$ cat config.mk
export PLATFORM = sky130hd
export DESIGN_NAME = instr_loader
export DESIGN_NICKNAME = d
export VERILOG_FILES = /design/src/rtl/instr_loader.sv
export SDC_FILE = /design/constraint.sdc
export NUM_CORES = 1
export LEC_CHECK = 0
export CORE_AREA = 2 2 103 105
export DETAILED_ROUTE_END_ITERATION = 10
export DIE_AREA = 0 0 105 107
export DONT_BUFFER_PORTS = 1
export SLEW_MARGIN = 25
export SYNTH_ARGS = -nofsm -noshare
export SYNTH_HDL_FRONTEND = slang
export SYNTH_SLANG_ARGS = --single-unit
$ cat constraint.sdc
create_clock -name clk_i -period 2.2 [get_ports clk_i]
set_input_delay 0.22 -clock clk_i [delete_from_list [all_inputs] [get_ports clk_i]]
set_output_delay 0.22 -clock clk_i [all_outputs]
set_load 0.02 [all_outputs]
$ cat src/rtl/instr_loader.sv
// instr_loader: byte-serial loader packing a 0xFE..0xFF framed stream into 32-bit instruction-memory writes.
// Define INSTR_LOADER_RELOAD_EN to let a 0xFE byte in DONE start a fresh load.
module instr_loader #(
    parameter int DEPTH  = 64,
    parameter int ADDR_W = 6
) (
    input  logic              clk_i,
    input  logic              reset,
    input  logic [7:0]        instr_i,
    output logic              imem_we_o,
    output logic [ADDR_W-1:0] imem_addr_o,
    output logic [31:0]       imem_wdata_o,
    output logic              cpu_hold_o,
    output logic              done_o,
    output logic [ADDR_W:0]   word_count_o,
    output logic              overflow_o
);
    localparam logic [ADDR_W:0]   L_DEPTH = (ADDR_W+1)'(DEPTH);
    localparam logic [ADDR_W-1:0] L_LAST  = ADDR_W'(DEPTH - 1);
    localparam logic [7:0]        L_START = 8'hFE;
    localparam logic [7:0]        L_END   = 8'hFF;

    typedef enum logic [1:0] {S_IDLE, S_LOAD, S_DONE} state_t;

    state_t              r_state, w_state_n;
    logic [3:0]          r_idx;
    logic [23:0]         r_shift;
    logic [ADDR_W-1:0]   r_addr;
    logic [ADDR_W-1:0]   r_waddr;
    logic [ADDR_W:0]     r_count;
    logic [31:0]         r_wdata;
    logic                r_we, r_hold, r_done, r_ovf;
    logic                w_start, w_data, w_word, w_wr;

    // Markers only count at byte index 0; later bytes of a word are always data.
    always_comb begin
        w_state_n = r_state;
        w_start   = 1'b0;
        w_data    = 1'b0;
        case (r_state)
            S_IDLE: begin
                w_state_n = (instr_i == L_START) ? S_LOAD : S_IDLE;
                w_start   = (instr_i == L_START);
            end
            S_LOAD: begin
                w_state_n = (r_idx == 4'd0 && instr_i == L_END) ? S_DONE : S_LOAD;
                w_start   = (r_idx == 4'd0 && instr_i == L_START);
                w_data    = (r_idx != 4'd0) || (instr_i != L_START && instr_i != L_END);
            end
            S_DONE: begin
`ifdef INSTR_LOADER_RELOAD_EN
                w_state_n = (instr_i == L_START) ? S_LOAD : S_DONE;
                w_start   = (instr_i == L_START);
`else
                w_state_n = S_DONE;
`endif
            end
            default: w_state_n = S_IDLE;
        endcase
    end

    assign w_word = w_data && (r_idx == 4'd3);
    assign w_wr   = w_word && (r_count < L_DEPTH);

    always_ff @(posedge clk_i) begin
        if (reset) begin
            r_state <= S_IDLE;
            r_idx   <= 4'd0;
            r_shift <= 24'd0;
            r_addr  <= '0;
            r_waddr <= '0;
            r_count <= '0;
            r_wdata <= 32'd0;
            r_we    <= 1'b0;
            r_hold  <= 1'b0;
            r_done  <= 1'b0;
            r_ovf   <= 1'b0;
        end else begin
            r_state <= w_state_n;
            r_hold  <= (w_state_n == S_LOAD);
            r_done  <= (w_state_n == S_DONE);
            r_we    <= w_wr;
            if (w_start) begin
                r_idx   <= 4'd0;
                r_shift <= 24'd0;
                r_addr  <= '0;
                r_count <= '0;
                r_ovf   <= 1'b0;
            end else if (w_data) begin
                r_idx   <= w_word ? 4'd0 : 4'(r_idx + 4'd1);
                r_shift <= {instr_i, r_shift[23:8]};
            end
            if (w_wr) begin
                r_wdata <= {instr_i, r_shift};
                r_waddr <= r_addr;
                r_addr  <= (r_addr == L_LAST) ? r_addr : ADDR_W'(r_addr + 1'b1);
                r_count <= (ADDR_W+1)'(r_count + 1'b1);
            end
            if (w_word && !w_wr) r_ovf <= 1'b1;
        end
    end

    assign imem_we_o    = r_we;
    assign imem_addr_o  = r_waddr;
    assign imem_wdata_o = r_wdata;
    assign cpu_hold_o   = r_hold;
    assign done_o       = r_done;
    assign word_count_o = r_count;
    assign overflow_o   = r_ovf;
endmodule

==> reports/qor.txt, run 1 <==
max_cap viols - 0
Filler cells - 1,046
Reg2Reg Setup Slack - 80 ps
clock sink total - 85
fraction of registers with async set/reset - 0%
clock network power share - 41.2%
crit path time final - 2120 ps
most frequent cells in the layout - dfxtp_1, a21oi_1, nand2_1, nand3_1, o21ai_0
Detail Placement HPWL - 5770 um
setup TNS - 0 ps
CTS Buf Count - 9
Hold Violations, Final - 0
Post-synth EDFFs - 0
RSZ-0062 raised after global routing - false
initial antenna violation count - 0
DRC violations left - 0
first-pass GRT wire length - 14,400 um
# port buffers - 0
Clock Path Buffers - 2
Worst Tran Pin Value - 477 ps
prevailing post-synth register cell - dfxtp_1
count of final max-slew check failures - 0
worst-case clock skew - 10.2 ps
CTS tree - done
Via density - 5.37
CTS clock-pin slew for the worst setup and hold paths - 90 ps
Fmax - 472 MHz
GRT Total Usage - 16.1%
design area - 4020 um^2
Post-DP Area - 3700 um^2
endpoints failing setup - 0
via count - 3,062
share of cells above drive strength 1 - 9.45%
total global routing overflow - 0
outcome - complete, no violations
fin crit share - 96.2%
post-route ant nets - 0
peak supply drop - 337 uV
die area - 11,200 um^2
Distinct cells, synth - 39
part of the power in registers - 56.6%
gp weighted congestion - 0.783
crit-path max FO - 6
Die Ht - 107 um
Wirelength per Cell - 15.5 um
depth of the CTS H-tree - 3
Avg Inst Size Synth - 8.10 um^2
Worst-Skew Late Latency - 360 ps
Psw - 0.000623 W
Pwr Density - 676 nW/um^2
P&R area growth vs syn - 16.7%
# diodes - 0
Layout Nets - 443
Min Hold Slack - 19.1 ps
DRT iter0 DRCs - 142
Yosys reg bits - 85
Worst setup SP type - flip-flop
Hold Path Class - input pin to flip-flop
most common cell after layout, fill and taps aside - dfxtp_1
Leak Pwr - 1.24 nW
I/O pins - 59
P_int - 0.00209 W
WL final - 8860 um
drt pass-1 iters - 4
Comb power frac - 2.1%
CTS Root Cell - clkbuf_8
Setup CP Type - flip-flop to flip-flop
sequential share of the synthesized area - 49.5%
met3 Resource Use GR - 4.74%
FP Rows - 37
pin count of the biggest net entering global routing - 49
critical path capture point type - flip-flop
Mapped Cells - 425
met1 Usage GRT - 20.5%
Synth Warn # - 0
Mapped Area - 3440 um^2
Worst EP arrival - 2380 ps
Mapped Nets - 439
core region area - 10,100 um^2
vias in the first global route - 2,859
Starting Density - 34.1%
Sw Share - 23.0%
Die Span X - 105 um
met2 GRT Util - 25.6%
Slew headroom - 68.1%
most crowded layer after global routing - met2
CP required - 2460 ps
[flip-flops by register name (all words and copies together), names as in the netlist, 2 cells and up]
name	cells
word_count_o	7
r_state	2
r_shift	24
r_addr	6
imem_wdata_o	32
r_idx	4
imem_addr_o	6
[kinds of logic (layout without fill, tap and decap cells)]
group / count (synthesis) / after routing / share of synthesized area, %
AOI/OAI and AO/OA: 141 / 141 / 22.8
and+or+nand+nor: 152 / 152 / 21.5
adders and majority gates: 4 / 4 / 1.45
xor gates and xnor gates: 1 / 1 / 0.255
buffers and inverters: 42 / 51 / 4.62
DFF: 85 / 85 / 49.5
[power groups by stage]
stage / sequential (W) / clock (W) / combinational, W
5_1_grt: 0.00154 / 0.00122 / 0.0000629
4_1_cts: 0.00154 / 0.00115 / 0.0000548
2_1_floorplan: 0.00157 / 0 / 0.0000309
3_3_place_gp: 0.00157 / 0 / 0.0000256
6_report: 0.00154 / 0.00112 / 0.0000581
3_5_place_dp: 0.00157 / 0 / 0.0000255
[synth_stat cells, types with 2 or more instances]
library cell	number	share of area (%)
ha_1	4	1.5
nor2_1	5	0.55
o211ai_1	8	1.7
o31a_1	2	0.51
nor3_1	8	1.2
nand4_1	3	0.55
o21ai_0	45	6.5
o2111ai_1	4	1.0
a311oi_1	2	0.51
nor3_2	2	0.58
a21oi_1	71	10
clkbuf_1	30	3.3
nand3_1	48	7.0
nand2b_1	5	0.91
nor2b_1	5	0.91
buf_1	3	0.33
or3_1	3	0.55
inv_1	8	0.87
a31oi_1	2	0.36
nand2_1	63	6.9
dfxtp_1	85	49
or4_1	2	0.44
[worst paths after layout]
| path | depth (start not counted) | startpoint | to |
|---|---|---|---|
| worst max-delay path | 6 | r_idx[0]$_SDFFE_PP0P_ | r_addr[0]$_SDFFE_PP0P_ |
| worst min-delay path | 2 | instr_i[0] | r_shift[16]$_SDFFE_PP0P_ |
| worst max register to register | 6 | r_idx[0]$_SDFFE_PP0P_ | r_addr[0]$_SDFFE_PP0P_ |
| worst min register to register | 2 | r_shift[1]$_SDFFE_PP0P_ | r_shift[1]$_SDFFE_PP0P_ |
[area by class of cell]
class                           instances  area, um^2  area share [%]
Clock buffer                           10         128            3.18
Clock inverter                          6        70.1            1.75
Inverter                                8        30.0           0.748
Multi-Input combinational cell        298        1600            39.9
Sequential cell                        85        1700            42.4
Tap cell                              136         170            4.24
Timing Repair Buffer                   27         313            7.79
[metrics by stage]
| step | util (%) | std cells | total power (W) | setup slack (ps) |
|---|---|---|---|---|
| final | 39.8 | 570 | 0.00272 | 83.4 |
| after global routing | 39.8 | 570 | 0.00282 | 10.7 |
| after CTS | 39.5 | 568 | 0.00274 | 48.9 |
| after detailed placement | 36.6 | 544 | 0.00160 | 21.7 |
| after global placement | 36.6 | 544 | 0.00160 | 114 |
| after floorplan | - | 425 | 0.00161 | 113 |
[critical path: stages, from the launching register on]
cell	delay, ps
dfxtp_2	360
ha_1	180
or3b_4	390
or3_4	410
buf_4	170
o31a_1	260
a311oi_1	250
[per-layer routing]
metal  share of wire, %  vias up
met1                 45     1440
met4                1.1        0
met2                 46       95
li1                   -     1514
met3                7.4       13
met5                  0        -
[repair_timing]
item | 4_1_cts | 5_1_grt
buffers inserted | 0 | 0
pin swaps | 0 | 0
hold buffers | 8 | 2
endpoints found under the hold margin | 54 | 2
gates resized for setup | 1 | 3
endpoints found under the setup margin | 1 | 5
Power figures use the tool's default switching activity.
==> run 2, diff against run 1 <==
TNS_END_PERCENT = 20   (was not set)
==> results of run 2 <==
Same layout as run 1: the final DEF is identical, and so are final timing and power.
